### src/rtl/dmem_copy_engine.sv
// dmem_copy_engine: byte-wide copy / fill initiator for the data memory.
// In copy mode it alternates READ and WRITE cycles, moving one byte per
// pair; in fill mode it writes the latched fill byte once per cycle.
// A mod-256 checksum of every written byte is kept for the caller.
module dmem_copy_engine (
    input  logic       Clk,
    input  logic       Clear,
    input  logic       Start,
    input  logic       Mode,
    input  logic [7:0] Src_Addr,
    input  logic [7:0] Dst_Addr,
    input  logic [7:0] Length,
    input  logic [7:0] Fill_Data,
    input  logic [7:0] Mem_Read_Data,
    output logic [7:0] Mem_Address,
    output logic       Mem_Read,
    output logic       Mem_Write,
    output logic [7:0] Mem_Write_Data,
    output logic       Busy,
    output logic       Done,
    output logic [7:0] Checksum
);

    typedef enum logic [1:0] {
        ST_IDLE  = 2'd0,
        ST_READ  = 2'd1,
        ST_WRITE = 2'd2,
        ST_DONE  = 2'd3
    } state_t;

    state_t     state;
    state_t     next_state;

    logic [7:0] src_ptr;
    logic [7:0] dst_ptr;
    logic [7:0] count;
    logic [7:0] data_buf;
    logic [7:0] fill_r;
    logic       mode_r;
    logic [7:0] wr_data;

    // Byte presented on a write: the buffered read in copy mode, the fill byte otherwise.
    assign wr_data = mode_r ? fill_r : data_buf;

    // State register with synchronous active-low clear.
    always_ff @(posedge Clk) begin
        // NOTE: sequential state uses non-blocking assignments so every
        // register samples pre-edge values, independent of block ordering.
        if (!Clear) begin
            state <= ST_IDLE;
        end else begin
            state <= next_state;
        end
    end

    // Next-state logic; count==1 in WRITE means this write is the last one.
    always_comb begin
        // NOTE: default assignment first so no path leaves next_state
        // unassigned, which would otherwise infer a latch.
        next_state = state;
        case (state)
            ST_IDLE: begin
                if (Start) begin
                    if (Length == 8'd0) begin
                        next_state = ST_DONE;
                    end else if (!Mode) begin
                        next_state = ST_READ;
                    end else begin
                        next_state = ST_WRITE;
                    end
                end
            end
            ST_READ: begin
                next_state = ST_WRITE;
            end
            ST_WRITE: begin
                if (count == 8'd1) begin
                    next_state = ST_DONE;
                end else if (!mode_r) begin
                    next_state = ST_READ;
                end else begin
                    next_state = ST_WRITE;
                end
            end
            ST_DONE: begin
                next_state = ST_IDLE;
            end
            default: begin
                next_state = ST_IDLE;
            end
        endcase
    end

    // Output decode: address and data are forced to 0 unless their enable is high.
    always_comb begin
        Mem_Address    = 8'h00;
        Mem_Read       = 1'b0;
        Mem_Write      = 1'b0;
        Mem_Write_Data = 8'h00;
        Busy           = 1'b0;
        Done           = 1'b0;
        case (state)
            ST_READ: begin
                Mem_Read    = 1'b1;
                Mem_Address = src_ptr;
                Busy        = 1'b1;
            end
            ST_WRITE: begin
                Mem_Write      = 1'b1;
                Mem_Address    = dst_ptr;
                Mem_Write_Data = wr_data;
                Busy           = 1'b1;
            end
            ST_DONE: begin
                Done = 1'b1;
            end
            default: begin
                Busy = 1'b0;
            end
        endcase
    end

    // Datapath: latch the request in IDLE, advance pointers and checksum per byte.
    always_ff @(posedge Clk) begin
        if (!Clear) begin
            src_ptr  <= 8'h00;
            dst_ptr  <= 8'h00;
            count    <= 8'h00;
            data_buf <= 8'h00;
            fill_r   <= 8'h00;
            mode_r   <= 1'b0;
            Checksum <= 8'h00;
        end else begin
            case (state)
                ST_IDLE: begin
                    if (Start) begin
                        mode_r   <= Mode;
                        fill_r   <= Fill_Data;
                        src_ptr  <= Src_Addr;
                        dst_ptr  <= Dst_Addr;
                        count    <= Length;
                        Checksum <= 8'h00;
                    end
                end
                ST_READ: begin
                    data_buf <= Mem_Read_Data;
                    src_ptr  <= src_ptr + 8'd1;
                end
                ST_WRITE: begin
                    Checksum <= Checksum + wr_data;
                    dst_ptr  <= dst_ptr + 8'd1;
                    count    <= count - 8'd1;
                end
                default: begin
                    count <= count;
                end
            endcase
        end
    end

endmodule

### config.mk
export PLATFORM = sky130hd
export DESIGN_NAME = dmem_copy_engine
export DESIGN_NICKNAME = d
export VERILOG_FILES = /design/src/rtl/dmem_copy_engine.sv
export SDC_FILE = /design/constraint.sdc
export NUM_CORES = 1
export LEC_CHECK = 0
export ABC_CLOCK_PERIOD_IN_PS = 2700
export CAP_MARGIN = 20
export CORE_MARGIN = 5
export CORE_UTILIZATION = 51
export DETAILED_ROUTE_END_ITERATION = 8
export HOLD_SLACK_MARGIN = 0.15
export PLACE_DENSITY = 0.89
export SLEW_MARGIN = 20
export SYNTH_ARGS = -nofsm -noshare
export SYNTH_HDL_FRONTEND = slang
export SYNTH_SLANG_ARGS = --single-unit
### constraint.sdc
create_clock -name Clk -period 2.7 [get_ports Clk]
set_input_delay 0.405 -clock Clk [delete_from_list [all_inputs] [get_ports Clk]]
set_output_delay 0.405 -clock Clk [all_outputs]
set_load 0.1 [all_outputs]
==> impl_metrics.env <==
export IMPL_whs_ns=0.457
export IMPL_grt_pass1_vias=3113
export IMPL_areaGrowthSynthToFinish_pct=32.6
export IMPL_maxSlewViolCount=0
export IMPL_synth_cell_types=60
export IMPL_whs_path_depth=2
export IMPL_gp_congestion=0.923
export IMPL_worstSetupEndpointType="output port"
export IMPL_grt_ovfl_total=0
export IMPL_switching_share_pct=44.3
export IMPL_hold_viol=0
export IMPL_numCtsBuffers=5
export IMPL_cts_resized=0
export IMPL_final_nets=508
export IMPL_cp_slowest_cell="ha_2"
export IMPL_ioPinCount=72
export IMPL_die_x_um=89.1
export IMPL_maxSlewHeadroom_pct=54.9
export IMPL_cts_setup_buffers=0
export IMPL_peakVddDrop_mv=0.488
export IMPL_crit_buf_inv=3
export IMPL_clk_latency_ns=0.32
export IMPL_clkSinkCount=51
export IMPL_fmax_mhz=395
export IMPL_p_per_area_nw_per_um2=694
export IMPL_ys_flop_type="dfxtp_1"
export IMPL_fin_ws_ns=0.167
export IMPL_root_buffer="clkbuf_8"
export IMPL_grt_pass1_wl_mm=14.8
export IMPL_syn_area_um2=3190
export IMPL_dp_hpwl_mm=6.42
export IMPL_drtPass1Iterations=4
export IMPL_setup_tns_final_ns=0
export IMPL_whs_endpoint="fill_r[6]"
export IMPL_dr_total_vias=3225
export IMPL_hp_class="reg -> reg"
export IMPL_max_stage_delay_ns=0.63
export IMPL_drt_wl_total_mm=8.89
export IMPL_core_area_um2=5990
export IMPL_pwr_share_comb_pct=49.7
export IMPL_drt_initial_drc_count=219
export IMPL_post_route_period_util_pct=93.8
export IMPL_clock_path_buffers=2
export IMPL_worstMarginPinSlew_ns=0.677
export IMPL_finish_utilization_pct=70.7
export IMPL_reg2reg_depth=7
export IMPL_crit_arrival_ns=2.13
export IMPL_grt_max_degree=45
export IMPL_n_antenna_cell=0
export IMPL_path_max_fanout=33
export IMPL_critPathTopFamily="adder cells"
export IMPL_final_cells=524
export IMPL_die_area_um2=7940
export IMPL_fillers=440
export IMPL_final_common_cell="dfxtp_1"
export IMPL_cell_internal_pwr_w=0.00164
export IMPL_yosysWarnings=0
export IMPL_place_inst=516
export IMPL_mostFrequentLayoutCells="51 x dfxtp_1, 45 x nand2_1, 43 x clkdlybuf4s50_1, 39 x a21oi_1, 26 x nor2_1"
export IMPL_synth_async_sr_flop_share_pct=0
export IMPL_fin_crit_ns=2.53
export IMPL_ant_nets=0
export IMPL_num_rows=28
export IMPL_cp_data_required_time_ns=2.30
export IMPL_cts_tree="built"
export IMPL_setup_viol=0
export IMPL_cts_hold_buffers_added=0
export IMPL_die_h_um=89.1
export IMPL_clk_pin_slew_ns=0.10
export IMPL_track_usage_pct=23.2
export IMPL_antenna_found_initial=0
export IMPL_postSynthCellCount=388
export IMPL_drive_above_1_share_pct=18.7
export IMPL_drv_cap=0
export IMPL_p_leak_nw=1.58
export IMPL_crit_chain="inv_1, ha_2, inv_2, nor2_2, buf_12"
export IMPL_power_frac_seq_pct=34.4
export IMPL_dpl_worst_slack_ns=0.265
export IMPL_r2r_end="Checksum[4]"
export IMPL_viasPerCell=6.15
export IMPL_status="completed"
export IMPL_finClkSkew_ns=0.00970
export IMPL_p_clk_share_pct=15.9
export IMPL_startpoint_type="flip-flop"
export IMPL_wl_per_cell_um=17.0
export IMPL_avgSynthCellArea_um2=8.23
export IMPL_port_buffers=71
export IMPL_r2r_slack_ns=0.21
export IMPL_rr_startpoint="mode_r"
export IMPL_rsz0062_at_grt="false"
export IMPL_ys_seq_area_share_pct=32.0
export IMPL_hp_start="fill_r[6]"
export IMPL_start_util_pct=53.3
export IMPL_crit_type="reg -> out"
export IMPL_power_switching_w=0.00130
export IMPL_ys_ff_latch=51
export IMPL_h_tree_depth=2
export IMPL_synthesis_nets=448
export IMPL_drc=0
export IMPL_synth_edf_count=0
[cell usage after synthesis, types with 2 or more instances]
library cell  count  area, µm²
a21boi_0          3       22.5
nor3_1            6       30.0
inv_2             2       7.51
a21oi_1          39        195
o32ai_1           2       17.5
and3_1            2       12.5
mux2i_1          13        130
a31oi_1           3       18.8
mux2_2            9        101
inv_1             9       33.8
nand2b_1          4       25.0
o21ai_1           2       10.0
and2_1            8       50.1
buf_2             9       45.0
buf_4             5       37.5
nand2_1          45        169
nand3_2           2       20.0
nand4_1           3       18.8
o31ai_1           2       15.0
a221oi_2          2       30.0
nor4_1            4       25.0
o21ai_0          20        100
a21o_1            5       37.5
a22oi_1          10       75.1
a311oi_1          3       26.3
o21a_1            5       37.5
o2bb2ai_1         4       35.0
a211o_1           2       17.5
nor2b_1          13       81.3
dfxtp_1          51       1020
nand3_1          14       70.1
a211oi_1          8       60.1
nor2_1           27        101
buf_6             3       33.8
or4_1             2       15.0
ha_1             15        188
o22ai_1           3       18.8
clkbuf_1          7       26.3
[area by class of cell]
class                           instances  area (µm²)  area share (%)
Clock buffer                            5        68.8            1.62
Clock inverter                          3        25.0           0.591
Inverter                               11        41.3           0.975
Multi-Input combinational cell        301        2070            48.8
Sequential cell                        51        1020            24.1
Tap cell                               75        93.8            2.22
Timing Repair Buffer                   78         918            21.7
[state kept, by name (all words and copies together), names as in the netlist]
name and count:
Checksum 8, dst_ptr 8, src_ptr 8, state 2
mode_r 1, count 8, fill_r 8, data_buf 8
[tightest hold or removal path, stage by stage (launching register included)]
cell and delay (ns):
dfxtp_1 0.32, nand2_1 0.05, a21oi_1 0.05
[worst max-delay path by stage]
stage	from	endpoint	slack, ns	depth (start not counted)
4_1_cts	state[0]	Mem_Write_Data[7]	0.21	5
2_1_floorplan	state[1]	Mem_Address[7]	0.05	7
3_3_place_gp	mode_r	Checksum[4]	0.43	7
6_report	state[0]	Mem_Write_Data[7]	0.17	5
5_1_grt	state[0]	Mem_Write_Data[7]	0.07	5
3_5_place_dp	mode_r	Checksum[4]	0.26	7
[power groups by stage]
stage / combinational (W) / sequential [W] / clock [W]
floorplan: 0.00112 / 0.00100 / 0
global placement: 0.00139 / 0.00101 / 0
detailed placement: 0.00143 / 0.00102 / 0
CTS: 0.00145 / 0.00101 / 0.000473
global route: 0.00156 / 0.00103 / 0.000513
finish: 0.00146 / 0.00101 / 0.000468
[logic make-up after synthesis]
family / share of synthesized area (%)
flip-flops: 32.0
buffers and inverters: 5.92
adder cells (fa/ha/maj): 6.50
AO/OA/AOI/OAI: 25.9
AND/OR/NAND/NOR: 21.7
multiplexers: 7.72
XOR/XNOR: 0.274
[metrics by stage]
stage	area [µm²]	total power, W
global placement	4140	0.00241
floorplan	3280	0.00212
detailed placement	4140	0.00246
CTS	4240	0.00293
global route	4240	0.00310
finish	4240	0.00294
[metal layers]
layer	GRT usage (%)	vias up	share of wire [%]
li1	-	1541	-
met1	29.7	1505	41
met2	40.0	160	49
met3	4.15	19	8.5
met4	6.22	0	1.7
met5	0	-	0
(Power assumes the default switching activity.)
